--- config.mk ---
export PLATFORM = sky130hd
export DESIGN_NAME = oclib_drp_arbiter
export DESIGN_NICKNAME = d
export VERILOG_FILES = /design/src/rtl/oclib_drp_arbiter.sv
export SDC_FILE = /design/constraint.sdc
export NUM_CORES = 1
export LEC_CHECK = 0
export CAP_MARGIN = 20
export CORE_ASPECT_RATIO = 1.5
export CORE_UTILIZATION = 50
export DETAILED_ROUTE_END_ITERATION = 6
export GPL_TIMING_DRIVEN = 0
export PLACE_DENSITY = 0.8
export SYNTH_ARGS = -nofsm -noshare
export SYNTH_HDL_FRONTEND = slang
export SYNTH_SLANG_ARGS = --single-unit
--- constraint.sdc ---
create_clock -name clock -period 2.21 [get_ports clock]
set_clock_uncertainty 0.2 [all_clocks]
set_input_delay 0.442 -clock clock [delete_from_list [all_inputs] [get_ports clock]]
set_output_delay 0.442 -clock clock [all_outputs]
set_load 0.05 [all_outputs]
--- src/rtl/oclib_drp_arbiter.sv ---
// Round-robin arbiter sharing one DRP slave port between several DRP masters.
// Requests are latched, granted one at a time, and the response is routed back.
package oclib_pkg;
    typedef struct packed {
        logic        enable;
        logic        write;
        logic [15:0] address;
        logic [15:0] wdata;
    } drp_s;

    typedef struct packed {
        logic        ready;
        logic [15:0] rdata;
    } drp_fb_s;
endpackage

module oclib_drp_arbiter #(
    parameter int  Requesters    = 2,
    parameter int  TimeoutCycles = 1024,
    parameter type DrpType       = oclib_pkg::drp_s,
    parameter type DrpFbType     = oclib_pkg::drp_fb_s
) (
    input  logic     clock,
    input  logic     resetN,
    input  DrpType   drpIn   [Requesters],
    output DrpFbType drpInFb [Requesters],
    output DrpType   drp,
    input  DrpFbType drpFb,
    output logic     timeoutError
);
    localparam int IdxW = (Requesters > 1) ? $clog2(Requesters) : 1;
    localparam int CntW = (TimeoutCycles > 1) ? $clog2(TimeoutCycles) : 1;
    localparam logic [CntW-1:0] CntLast = CntW'((TimeoutCycles > 0) ? TimeoutCycles - 1 : 0);
    localparam logic [IdxW-1:0] LastIdx = IdxW'(Requesters - 1);

    typedef enum logic {StIdle, StWait} state_e;

    state_e                state;
    state_e                stateNext;
    logic [Requesters-1:0] pending;
    DrpType                latched [Requesters];
    logic [IdxW-1:0]       lastGrant;
    logic [IdxW-1:0]       grant;
    logic [IdxW-1:0]       pick;
    logic [IdxW-1:0]       cand;
    logic                  pickValid;
    logic [CntW-1:0]       count;
    logic                  doGrant;
    logic                  doComplete;
    logic                  doTimeout;

    // Nearest pending requester after lastGrant wins; descending scan lets the closest overwrite.
    always_comb begin
        pick      = lastGrant;
        pickValid = 1'b0;
        cand      = '0;
        for (int off = Requesters; off >= 1; off--) begin
            cand = IdxW'((int'(lastGrant) + off) % Requesters);
            if (pending[cand]) begin
                pick      = cand;
                pickValid = 1'b1;
            end
        end
    end

    always_comb begin
        stateNext  = state;
        doGrant    = 1'b0;
        doComplete = 1'b0;
        doTimeout  = 1'b0;
        case (state)
            StIdle: begin
                if (pickValid) begin
                    doGrant   = 1'b1;
                    stateNext = StWait;
                end
            end
            StWait: begin
                if (drpFb.ready) begin
                    doComplete = 1'b1;
                    stateNext  = StIdle;
                end else if ((TimeoutCycles != 0) && (count == CntLast)) begin
                    doTimeout = 1'b1;
                    stateNext = StIdle;
                end
            end
            default: stateNext = StIdle;
        endcase
    end

    always_ff @(posedge clock or negedge resetN) begin
        if (!resetN) begin
            state <= StIdle;
        end else begin
            state <= stateNext;
        end
    end

    always_ff @(posedge clock or negedge resetN) begin
        if (!resetN) begin
            pending      <= '0;
            lastGrant    <= LastIdx;
            grant        <= '0;
            count        <= '0;
            drp          <= '0;
            timeoutError <= 1'b0;
            for (int i = 0; i < Requesters; i++) begin
                drpInFb[i] <= '0;
                latched[i] <= '0;
            end
        end else begin
            drp.enable <= 1'b0;
            drp.write  <= 1'b0;
            // A repeat enable while still pending is dropped so the latched request is never overwritten.
            for (int i = 0; i < Requesters; i++) begin
                drpInFb[i].ready <= 1'b0;
                if (drpIn[i].enable && !pending[i]) begin
                    pending[i] <= 1'b1;
                    latched[i] <= drpIn[i];
                end
            end
            if (doGrant) begin
                drp        <= latched[pick];
                drp.enable <= 1'b1;
                grant      <= pick;
                count      <= '0;
            end else if (state == StWait) begin
                count <= count + 1'b1;
            end
            if (doComplete || doTimeout) begin
                pending[grant]       <= 1'b0;
                lastGrant            <= grant;
                drpInFb[grant].ready <= 1'b1;
                drpInFb[grant].rdata <= doTimeout ? '1 : (latched[grant].write ? '0 : drpFb.rdata);
            end
            if (doTimeout) begin
                timeoutError <= 1'b1;
            end
        end
    end
endmodule

# ---- Word-level counts from Yosys, hierarchy flattened
# Index checks and enable logic that the tools add are counted.
dict set report totals {
  word_cells 85
  reg_bits 150
  inputBits 87
  output_inout_bits 69
}
dict set report op_classes {
  n_bitwise 5
  n_eq_ne 1
  add_sub_neg 3
  n_reduce_logical 8
  magnitude_cmp 7
  n_mux 41
}
# cell n
set op_table {}
lappend op_table {{$mux W33} 6}
lappend op_table {{$bwmux W34} 2}
lappend op_table {{$mux W34} 2}
lappend op_table {{$mux W16} 3}
lappend op_table {{$demux W17 S1} 2}
lappend op_table {{$mux W1} 20}
lappend op_table {{$mux W10} 2}
lappend op_table {{$mux W17} 1}
lappend op_table {{$add A10 B1 Y10 const B} 1}
lappend op_table {{$eq A10 B10 Y1 const B} 1}
lappend op_table {{$lt A1 B2 Y1 const B} 3}
lappend op_table {{$ge A2 B2 Y1 const B} 2}
lappend op_table {{$logic_and A1 B1 Y1} 4}
lappend op_table {{$not A1 Y2} 2}
lappend op_table {{$add A1 B1 Y1 const B} 2}
lappend op_table {{$and A2 B2 Y2} 1}
lappend op_table {{$logic_not A1 Y1} 2}
lappend op_table {{$lt A2 B1 Y1 const B} 1}
lappend op_table {{$mux W2} 1}
lappend op_table {{$not A2 Y2} 1}
lappend op_table {{$pmux W1 S2} 1}
lappend op_table {{$reduce_bool A2 Y1} 1}
lappend op_table {{$demux W1 S1} 1}
lappend op_table {{$ge A1 B1 Y1 const B} 1}
lappend op_table {{other kinds (2)} 2}

# ---- Longest topological paths before layout
# Gate-level depths: netlist of the first run.
dict set report depth {
  word_depth 10
  mapped_depth 5
  ltp_nobuf 4
}

# ---- Worst setup path after synthesis of the first run
# Ideal clock, no wire load.
dict set report synth_timing {
  path_type {reg-to-reg}
  start {register count[0]}
  end {register with a tool-made name}
  t_required_ns 1.886
  setup_ns 0.124
  path_slack_ns 0.525
  stages_incl_launch_ff 6
  period_less_slack_ns 1.685
  path_buffers 1
  arrival_ns 1.360
  cell_sequence {dfrtp_1 ha_1 and4_1 a31oi_4 buf_6 a21oi_2}
}
# element line
set synth_rtl {}
lappend synth_rtl {{start: declaration} 47} ;# logic [CntW-1:0] count;
lappend synth_rtl {{start signal: assignment} 128} ;# count <= count + 1'b1;

==> impl_summary.md, run 1 <==
Synthesis
The predominant post-synthesis flop cell is sky130_fd_sc_hd__dfrtp_1. The distinct cell type count of the synthesized netlist is 45. The adder-cell area share of the yosys netlist is 0.00186. For this run, the register share of the synthesized area comes to 0.559. The synthesized design contains 150 register bits. The async set-or-reset flop fraction in the synthesized netlist is 1.00. The synthesized-area fraction occupied by ao, oa, aoi and oai cells came to 0.149.

The XOR/XNOR share of the synthesized area is 0.00130. The count of synthesis-stage warnings from yosys is 0. In this run the mean area of a mapped cell was 11.5 um^2. The mapped netlist covers 6720 um^2. The number of nets handed over by synthesis was 671. The main combinational cell family by area after synthesis is compound AO/OA/AOI/OAI gates.

The simple-gate portion of the synthesized area is 0.107. The portion of synthesized area spent on multiplexers is 0.122. The cell count after synthesis came out at 583. The number of enable flip-flop cells after synthesis is 0.

Cells and area
The most frequent standard cell in the layout excluding fill and tap cells is sky130_fd_sc_hd__dfrtp_1. The sequential standard cell area is 3750 um^2. The number of antenna diodes is 0. In the final layout, the multi-input gates occupy 2560 um^2. The number of filler instances in the final layout is 991. For this run, the post-layout net count is 847. The growth of design area from synthesis to finish is 34.8%. The final non-filler cell total is 929. The share of layout cells above drive strength 1 is 0.214.

In the layout the commonest cells are sky130_fd_sc_hd__dfrtp_1, sky130_fd_sc_hd__clkdlybuf4s50_1, sky130_fd_sc_hd__dlygate4sd2_1.

Placed design
Counting tap cells, the placed design contains a total of 898 instances. The weighted congestion reported at the end of routability-driven placement is 0.826. The number of buffers added on ports is 155. Detailed placement ended at an HPWL of 12400 um.

Floorplanning
In this run the standard cell core region covers 13000 um^2. Measured along the x axis, the die boundary spans 96.6 um. The die is 144 um tall. The number of top-level pins is 156. The placement row count is 51.

The initial utilization of the core area, before any placement, comes to 0.516. The floorplan step defined a die boundary enclosing 13900 um^2.

Drt
The final routed DRC violation total is 0. Once detail routing completed, the nets flagged for antenna violations numbered 0. The first detailed-routing pass ran for 5 iterations. The via total after detailed routing is 5294. In this run, the number of DRC markers left after iteration 0 of detailed routing was 268. After detailed routing, the average wire length per cell comes to 18.6 um.

Dividing the detail-routed via count by the number of cells gives 5.70. Summed over all layers, the routed wires come to 17300 um.

GRT
The number of global-route vias before repair was 5620. The number of antenna violations at the first check in global routing came to 0. For this run the aggregate overflow at the end of global routing stands at 0.

The first global-routing pass estimated 27900 um of wire. The pin count of the biggest net entering global routing is 102. The total global routing track utilization is 0.257.

Setup path
Broken down by cell family, the worst path's largest delay share belongs to buffers and inverters. For the worst setup path, the data required time is 1.57 ns. The critical path goes through dlygate4sd2_1.

The number of buffers and inverters on the critical path is 1. Counting cells, the worst reg-to-reg path comes to 4. The largest individual stage delay along the critical path comes from the cell sky130_fd_sc_hd__dlygate4sd2_1.

Of all nets on the critical path, the largest fanout is 3. The largest incremental delay on the critical path is 0.56 ns. Data on the critical path arrives at its endpoint at 1.36 ns. The worst setup path is launched from a flop. The startpoint identified for the worst register-to-register timing path is lastGrant. The setup slack on the worst flop-to-flop path is 0.26 ns. The endpoint identified for the worst register-to-register timing path is drp[21]. The type of the worst setup path is reg -> out. The worst setup path is captured at an output pin.

Clock tree
The insertion delay of the later-clocked pin in the worst-skew pair is 0.41 ns. The clock tree from TritonCTS is built. The tree is rooted in a sky130_fd_sc_hd__clkbuf_16. The clock buffer count from CTS is 17.

The H-tree generated during clock tree synthesis spans 4 levels. No sink is reached through more buffers than the 2 on the longest clock path. The clock-pin slew of the registers on the worst-case setup and hold paths is 0.06 ns. The number of clock sinks is 150.

Hold path
Counting instances, the worst hold path has a depth of 1. The worst min-delay path endpoint is latched[50]. The class of the tightest hold or removal check is reg -> reg. The startpoint identified for the worst hold timing path is latched[50].

STA
The final-report max-slew violation count is 0. The minimum clock period after layout is 2.00 ns. The worst max-slew margin expressed relative to the limit is 0.627. The highest clock rate is 500 MHz. The number of failing hold endpoints at the final stage is 0. Setup violations remaining at the end of the flow were counted as 0. In the final timing run, aggregate negative setup slack is 0 ns. Setup repair after global routing left no endpoint under its margin.

The actual slew at the worst max-slew pin is 0.561 ns. Of the available clock period, the critical path in the final layout requires 0.905.

Job
Across the run, the number of max-cap violations was 0.

Power
In this run the static leakage power is 4.03 nW. The power density of the placed cells is 1700 nW/um^2. The worst-case IR drop observed on VDD is 1.07 mV.

Run status
The run finished with clean final reports.
## what timing repair did
item / in CTS / in global routing
hold endpoints to repair: 49 / 0
hold buffers: 1 / 0
resized for setup: 65 / 4
setup endpoints to repair: 65 / 4
buffers inserted: 0 / 0
## synthesized netlist by cell type, types with 4 or more instances
| cell type | n | area share |
|---|---|---|
| sky130_fd_sc_hd__buf_4 | 7 | 0.0078 |
| sky130_fd_sc_hd__and2_1 | 4 | 0.0037 |
| sky130_fd_sc_hd__mux2_1 | 7 | 0.012 |
| sky130_fd_sc_hd__a21oi_1 | 7 | 0.0052 |
| sky130_fd_sc_hd__buf_2 | 19 | 0.014 |
| sky130_fd_sc_hd__mux2_4 | 10 | 0.022 |
| sky130_fd_sc_hd__a31oi_1 | 33 | 0.031 |
| sky130_fd_sc_hd__nor2_1 | 36 | 0.020 |
| sky130_fd_sc_hd__nor2b_1 | 37 | 0.034 |
| sky130_fd_sc_hd__buf_6 | 9 | 0.015 |
| sky130_fd_sc_hd__inv_1 | 32 | 0.018 |
| sky130_fd_sc_hd__o21ai_0 | 35 | 0.026 |
| sky130_fd_sc_hd__nand3_1 | 37 | 0.028 |
| sky130_fd_sc_hd__nand2_1 | 10 | 0.0056 |
| sky130_fd_sc_hd__dfrtp_1 | 149 | 0.56 |
| sky130_fd_sc_hd__o22ai_1 | 32 | 0.030 |
| sky130_fd_sc_hd__mux2_2 | 50 | 0.084 |
| sky130_fd_sc_hd__a21oi_2 | 30 | 0.039 |
## how the worst max path moves through the flow
stage                   to  depth (start not counted)  startpoint
6_report       drpInFb[11]                          1        flop
2_1_floorplan         flop                          5    count[0]
4_1_cts            drp[33]                          1     drp[33]
3_5_place_dp          flop                          5   drpFb[16]
5_1_grt            drp[14]                          4   lastGrant
3_3_place_gp     async pin                          1      resetN
## routing by layer
layer | wire (um) | vias to the layer above | track usage | part of all wire
met1 | 6640 | 2665 | 0.291 | 0.38
li1 | - | 2414 | - | -
met2 | 9330 | 188 | 0.458 | 0.54
met5 | 0 | - | 0 | 0
met3 | 1030 | 27 | 0.0754 | 0.060
met4 | 278 | 0 | 0.0919 | 0.016
## through the flow
| stage | total power, W | setup WS (ns) | cell area (um^2) | utilization | hold WS, ns |
|---|---|---|---|---|---|
| 2_1_floorplan | 0.0102 | 0.525 | 6720 | - | -0.0536 |
| 3_3_place_gp | 0.0125 | -5.23 | 8470 | 0.650 | 0.256 |
| 3_5_place_dp | 0.0128 | -0.0499 | 8500 | 0.653 | 0.210 |
| 4_1_cts | 0.0154 | 0.00441 | 9040 | 0.695 | 0.290 |
| 5_1_grt | 0.0162 | 0.125 | 9050 | 0.695 | 0.310 |
| 6_report | 0.0154 | 0.211 | 9050 | 0.695 | 0.287 |
## cell type report
class	count	share of cell area
repair buffers	157	0.168
multi-input cells	359	0.283
plain buffers	41	0.0304
inverters	33	0.0137
well taps	159	0.0220
clock buffers	19	0.0489
flip-flops and latches	150	0.415
clock inverters	11	0.0194
## report_power, final
group	internal, W	total [W]	switching, W	leakage (nW)
Combinational	0.00261	0.00736	0.00474	1.92
Sequential	0.00409	0.00501	0.000918	1.81
Clock	0.00192	0.00304	0.00113	0.296
Total	0.00862	0.0154	0.00679	4.03
## kinds of logic (layout without fill, tap and decap cells)
kind of cell | after synthesis | count (layout)
AND/OR/NAND/NOR | 138 | 138
multiplexers | 70 | 70
XOR/XNOR | 1 | 1
buffers and inverters | 74 | 261
adder cells (fa/ha/maj) | 1 | 1
flip-flops | 150 | 150
AO/OA/AOI/OAI | 149 | 149
Power figures use the tool's default switching activity.
==> run 2, diff against run 1 <==
- ABC_CLOCK_PERIOD_IN_PS: default -> 2210
- GPL_TIMING_DRIVEN: 0 -> default
==> run 2 against run 1 <==
Net effect: critical path depth is the same; combinational power shrank 3.3%; final cell count shrank 2.5%; first-iteration DRC count shrank 9.7%; power shrank 2.9%; sequential power grew 1%; die area is the same; critical endpoint is now drpInFb[13]; wire length shrank 4.9%; critical path type unchanged; cell area shrank 1.5%.
==> impl_summary.md, run 2 (same netlist as run 1, synthesis figures left out) <==
STA
The number of failing hold endpoints at the final stage is 0 (unchanged). The count of endpoints failing setup in the final report came to 0 (unchanged). The share of the clock period used by the worst path after layout came to 0.903 (was 0.905).

The worst hold margin is 0.279 ns (was 0.287 ns). Unrepaired setup endpoints after global routing: no (unchanged). The worst setup slack after layout is 0.213 ns (was 0.211 ns). The actual slew at the worst max-slew pin is 0.769 ns (was 0.561 ns). The minimum clock period after layout is 2.00 ns (about the same). The total negative setup slack was 0 ns (unchanged).

The final-report max-slew violation count is 0 (unchanged). The worst max-slew margin expressed relative to the limit was 0.487 (was 0.627). The highest clock rate came to 501 MHz (was 500 MHz).

Floorplanning
The vertical extent of the die is 144 um (unchanged). The number of top-level pins came to 156 (unchanged). The width of the chip was 96.6 um (unchanged). The area of the core is 13000 um^2 (unchanged). The die area is 13900 um^2 (unchanged). The placement row count was 51 (unchanged). The initial core utilization is 0.516 (unchanged).

Clock tree
The clock tree from TritonCTS is built (unchanged). The clock buffer count from CTS is 17 (unchanged). The number of clock sinks was 150 (unchanged).

The clock-pin slew of the registers on the worst-case setup and hold paths came to 0.06 ns (about the same). The buffer count from post-CTS setup fixing came to 0 (unchanged). The buffer levels on the longest clock path was 2 (unchanged). The number of H-tree levels was 4 (unchanged). The insertion delay of the later-clocked pin in the worst-skew pair was 0.42 ns (was 0.41 ns). The library cell used as clock root buffer is sky130_fd_sc_hd__clkbuf_16 (unchanged).

Setup path
The largest driver fanout on the critical path is 3 (unchanged). The number of cell instances on the worst register-to-register path is 5 (was 4). The critical path required time is 1.57 ns (about the same). The setup slack on the worst flop-to-flop path was 0.34 ns (was 0.26 ns).

The type of destination of the critical path is an output pin (unchanged). The critical path capture point was drpInFb[13] (was drpInFb[11]). The total number of cells along the worst setup path is 1 (unchanged).

The largest incremental delay on the critical path is 0.56 ns (about the same). The capture instance of the worst register-to-register path is drp[20] (was drp[21]). The number of buffers and inverters on the critical path is 1 (unchanged). The type of origin of the critical path is a flop (unchanged). The kind of cell adding the most delay to the critical path is buffers and inverters (unchanged). The cell with the largest stage delay on the worst path is sky130_fd_sc_hd__dlygate4sd2_1 (unchanged).

The worst reg2reg path startpoint was state (was lastGrant). Cell breakdown of the critical path: dlygate4sd2_1 (unchanged). The data arrival at the endpoint of the critical path is 1.35 ns (was 1.36 ns). The type of the worst setup path was reg -> out (unchanged).

GRT
The number of antenna violations at the first check in global routing came to 0 (unchanged). The final global-route overflow total is 0 (unchanged). The pin count of the biggest net entering global routing was 57 (was 102). The wire length of the first global-routing pass is 26600 um (was 27900 um). The number of global-route vias before repair is 5480 (was 5620). The total global routing track utilization is 0.244 (was 0.257).

Cells and area
The share of layout cells above drive strength 1 was 0.205 (was 0.214). The number of antenna diodes was 0 (unchanged). The most frequent standard cell in the layout excluding fill and tap cells is sky130_fd_sc_hd__dfrtp_1 (unchanged). Highest-count cells in the layout ignoring fill and taps: sky130_fd_sc_hd__dfrtp_1, sky130_fd_sc_hd__clkdlybuf4s50_1, sky130_fd_sc_hd__dlygate4sd2_1 (unchanged). The growth of design area from synthesis to finish is 32.7% (was 34.8%). The net count reported at finish is 822 (was 847). The final non-filler cell total came to 906 (was 929).

Drt
The via total after detailed routing is 5162 (was 5294). The overall routed net length was 16400 um (was 17300 um). The number of nets still failing antenna checks after routing is 0 (unchanged). The number of DRC markers in iteration 0 is 242 (was 268). The count of TritonRoute iterations in the first routing pass is 5 (unchanged). The average detailed-routed wire length per instance is 18.1 um (was 18.6 um). The final routed DRC violation total came to 0 (unchanged). The mean number of vias per cell came to 5.70 (about the same).

Placed design
The HPWL after detailed placement is 11000 um (was 12400 um). The number of buffers added on ports came to 155 (unchanged). The post-placement worst setup slack is 0.167 ns (was -0.0499 ns).

The weighted congestion reported at the end of routability-driven placement is 0.795 (was 0.826). The number of placed instances, taps included is 873 (was 898).

Job
The number of violations of the max-capacitance limit is 0 (unchanged).

Power
The overall power after layout is 0.0150 W (was 0.0154 W). The power density of the placed cells is 1680 nW/um^2 (was 1700 nW/um^2). The reported leakage power is 3.92 nW (was 4.03 nW).

The maximum vdd ir drop is 0.963 mV (was 1.07 mV).

Hold path
The class of the tightest hold or removal check is reg -> reg (unchanged).

Run status
Outcome: complete, no violations (unchanged).
==> run 2: changes by cell type in the layout (fill, tap and decap cells not counted), sizes merged <==
cell and change:
buf -15, clkbuf -7, inv +7, bufinv -4, dlygate4sd2 -3, clkinv +1, clkinvlp -1, dlymetal6s2s -1
==> run 2: worst min-delay path by stage <==
stage                     from           to  slack (ns)  depth (start not counted)
detailed placement      resetN  latched[10]        0.25                          1
global placement        resetN  latched[11]        0.23                          1
CTS                   count[8]     count[8]        0.27                          1
finish                count[8]     count[8]        0.28                          1
global route        latched[6]   latched[6]        0.30                          1
floorplan               resetN    async pin       -0.05                          0
==> run 2: worst reg2reg max path, delay by kind of cell, from the launching register on <==
kind / cells / cell delay [ns]
AOI/OAI and AO/OA: 2 / 0.48
buffers and inverters: 2 / 0.50
DFF: 1 / 0.49
and+or+nand+nor: 1 / 0.12
==> run 2: per-stage QoR <==
stage                util  area [um^2]
floorplan               -         6720
global placement    0.646         8400
detailed placement  0.646         8400
CTS                 0.684         8910
global route        0.685         8910
finish              0.685         8910
==> run 2: report_power, final <==
part	switching (W)	internal [W]
registers	0.000976	0.00408
clock network	0.00126	0.00152
logic	0.00458	0.00254
total	0.00682	0.00815
==> run 2: area by class of cell <==
cell class	count	area [um^2]
Sequential cell	150	3750
Inverter	33	124
Fill cell	1000	4100
Timing Repair Buffer	173	1690
Clock buffer	18	439
Multi-Input combinational cell	359	2580
Tap cell	159	199
Clock inverter	14	133
==> run 2: what timing repair did <==
action / in CTS / in global routing
hold buffers: 1 / 0
endpoints found under the setup margin: 62 / 3
hold endpoints to repair: 50 / 0
resized for setup: 62 / 3
pin swaps: 0 / 0
==> run 2: routing by layer <==
metal	part of all wire	wire length, um	GRT usage
met5	0	0	0
met4	0.020	324	0.0974
met3	0.061	999	0.0744
met2	0.52	8540	0.431
met1	0.40	6570	0.275
==> run 3, diff against run 2 <==
- CORE_MARGIN: default -> 4
==> run 3 against run 2 <==
Net effect: maximum frequency down 8.1%; die area up 11%; register-to-register slack about the same; wire length up 1.5%; core utilization up 0.26 points; largest cell class unchanged; largest power group unchanged.
==> impl_summary.md, run 3 (same netlist as run 1, synthesis figures left out) <==
Run status
Outcome: complete, no violations (unchanged).

STA
The count of endpoints failing setup in the final report is 0 (unchanged). The share of the clock period used by the worst path after layout is 0.984 (was 0.903). The final-report max-slew violation count is 0 (unchanged). The highest clock rate is 460 MHz (was 501 MHz). The minimum clock period after layout was 2.17 ns (was 2.00 ns). Unrepaired setup endpoints after global routing: no (unchanged). The worst max-slew margin expressed relative to the limit is 0.524 (was 0.487). The actual slew at the worst max-slew pin is 0.714 ns (was 0.769 ns).

The number of failing hold endpoints at the final stage is 0 (unchanged). The total negative setup slack is 0 ns (unchanged).

Setup path
The kind of cell adding the most delay to the critical path is buffers and inverters (unchanged). The largest driver fanout on the critical path was 1 (was 3). The type of destination of the critical path is an output pin (unchanged). The cell with the largest stage delay on the worst path is sky130_fd_sc_hd__clkdlybuf4s50_1 (was sky130_fd_sc_hd__dlygate4sd2_1). Cell breakdown of the critical path: clkdlybuf4s50_1 (was dlygate4sd2_1). The data arrival at the endpoint of the critical path came to 1.53 ns (was 1.35 ns). The number of cell instances on the worst register-to-register path is 5 (unchanged). The worst reg2reg path startpoint is count[0] (was state). The origin of the worst setup path is drpInFb[16]. The critical path required time is 1.57 ns (about the same). The type of the worst setup path was reg -> out (unchanged). The type of origin of the critical path was a flop (unchanged). The number of buffers and inverters on the critical path is 1 (unchanged). The setup slack on the worst flop-to-flop path was 0.35 ns (was 0.34 ns). The largest incremental delay on the critical path is 0.80 ns (was 0.56 ns).

Floorplanning
The die area is 15400 um^2 (was 13900 um^2). The area of the core is 13100 um^2 (was 13000 um^2). The initial core utilization is 0.513 (was 0.516). The number of top-level pins is 156 (unchanged). The width of the chip is 103 um (was 96.6 um). The placement row count came to 51 (unchanged). The vertical extent of the die was 150 um (was 144 um).

Placed design
The number of buffers added on ports is 155 (unchanged). The cell area after placement was 8430 um^2 (was 8400 um^2). The HPWL after detailed placement came to 11500 um (was 11000 um). The weighted congestion reported at the end of routability-driven placement is 0.824 (was 0.795).

Cells and area
The share of layout cells above drive strength 1 came to 0.211 (was 0.205). The net count reported at finish is 825 (was 822). Highest-count cells in the layout ignoring fill and taps: sky130_fd_sc_hd__dfrtp_1, sky130_fd_sc_hd__clkdlybuf4s50_1, sky130_fd_sc_hd__dlygate4sd2_1 (unchanged). The number of antenna diodes is 0 (unchanged). The most frequent standard cell in the layout excluding fill and tap cells is sky130_fd_sc_hd__dfrtp_1 (unchanged). The post-route cell area was 8990 um^2 (was 8910 um^2). The growth of design area from synthesis to finish is 33.9% (was 32.7%).

Clock tree
The number of clock sinks is 150 (unchanged). The clock-pin slew of the registers on the worst-case setup and hold paths is 0.06 ns (about the same). The buffer count from post-CTS setup fixing is 0 (unchanged). The buffer levels on the longest clock path is 2 (unchanged).

The clock tree from TritonCTS is built (unchanged). The clock buffer count from CTS is 17 (unchanged). The insertion delay of the later-clocked pin in the worst-skew pair came to 0.41 ns (was 0.42 ns). The number of H-tree levels was 4 (unchanged). The library cell used as clock root buffer is sky130_fd_sc_hd__clkbuf_16 (unchanged).

Drt
The number of DRC markers in iteration 0 is 212 (was 242). The average detailed-routed wire length per instance is 18.4 um (was 18.1 um). The count of TritonRoute iterations in the first routing pass is 6 (was 5). The final routed DRC violation total is 0 (unchanged). The number of nets still failing antenna checks after routing was 0 (unchanged). The mean number of vias per cell is 5.63 (was 5.70). The via total after detailed routing is 5113 (was 5162). The overall routed net length is 16700 um (was 16400 um).

Hold path
The start point of the worst hold path is latched[50] (was count[8]). The worst min-delay path endpoint is latched[50] (was count[8]). The number of stages on the worst hold path is 1 (unchanged). The class of the tightest hold or removal check is reg -> reg (unchanged).

Power
The power density of the placed cells is 1690 nW/um^2 (was 1680 nW/um^2). The reported leakage power is 3.94 nW (was 3.92 nW). The maximum vdd ir drop is 0.783 mV (was 0.963 mV).

GRT
The total global routing track utilization is 0.225 (was 0.244). The final global-route overflow total is 0 (unchanged). The wire length of the first global-routing pass is 27000 um (was 26600 um). The pin count of the biggest net entering global routing was 41 (was 57). The number of antenna violations at the first check in global routing is 0 (unchanged).

The number of global-route vias before repair is 5427 (was 5480).

Job
The number of violations of the max-capacitance limit came to 0 (unchanged).
## run 3: through the flow
| stage | power, W | util | hold WS (ns) | setup WS (ns) | instances |
|---|---|---|---|---|---|
| after floorplan | 0.0102 | - | -0.0536 | 0.525 | 583 |
| after global placement | 0.0123 | 0.644 | 0.184 | 0.191 | 876 |
| after detailed placement | 0.0126 | 0.644 | 0.181 | 0.141 | 876 |
| after CTS | 0.0153 | 0.687 | 0.292 | 0.00204 | 908 |
| after global routing | 0.0161 | 0.687 | 0.305 | 0.0115 | 908 |
| final | 0.0152 | 0.687 | 0.290 | 0.0362 | 908 |
## run 3: layout make-up
type / count / area, um^2
fill: 974 / 4090
sequential: 150 / 3750
multi-input combinational: 359 / 2580
timing repair buffer: 176 / 1720
clock buffer: 24 / 502
tap: 159 / 199
inverter: 33 / 124
clock inverter: 7 / 118
## run 3: worst register-to-register path, delay by kind of cell, from the launching register on
family | cells | cell delay (ns)
buffers and inverters | 1 | 0.27
AOI/OAI and AO/OA | 2 | 0.35
DFF | 1 | 0.42
and+or+nand+nor | 1 | 0.24
adders and majority gates | 1 | 0.26
## run 3: layer usage
layer | up-vias | wire length [um] | global-route usage
met5 | - | 0 | 0
met2 | 192 | 8600 | 0.388
met1 | 2532 | 6510 | 0.275
met4 | 0 | 286 | 0.0729
li1 | 2366 | - | -
met3 | 23 | 1290 | 0.0532
## run 3: worst max-delay path by stage
stage | cells past startpoint | slack (ns) | end
after floorplan | 5 | 0.53 | flop
after global placement | 4 | 0.19 | latched[2]
after detailed placement | 4 | 0.14 | latched[2]
after CTS | 1 | 0.002 | drp[32]
after global routing | 1 | 0.01 | drpInFb[16]
final | 1 | 0.04 | drpInFb[16]
## run 3: report_power, final
part           internal [W]  switching [W]
registers           0.00409       0.000984
clock network       0.00192        0.00107
logic               0.00258        0.00454
total               0.00859        0.00659
## run 3: repair_timing
action	4_1_cts	5_1_grt
setup endpoints to repair	56	3
resized for setup	56	3
hold buffers	1	0
endpoints found under the hold margin	35	0
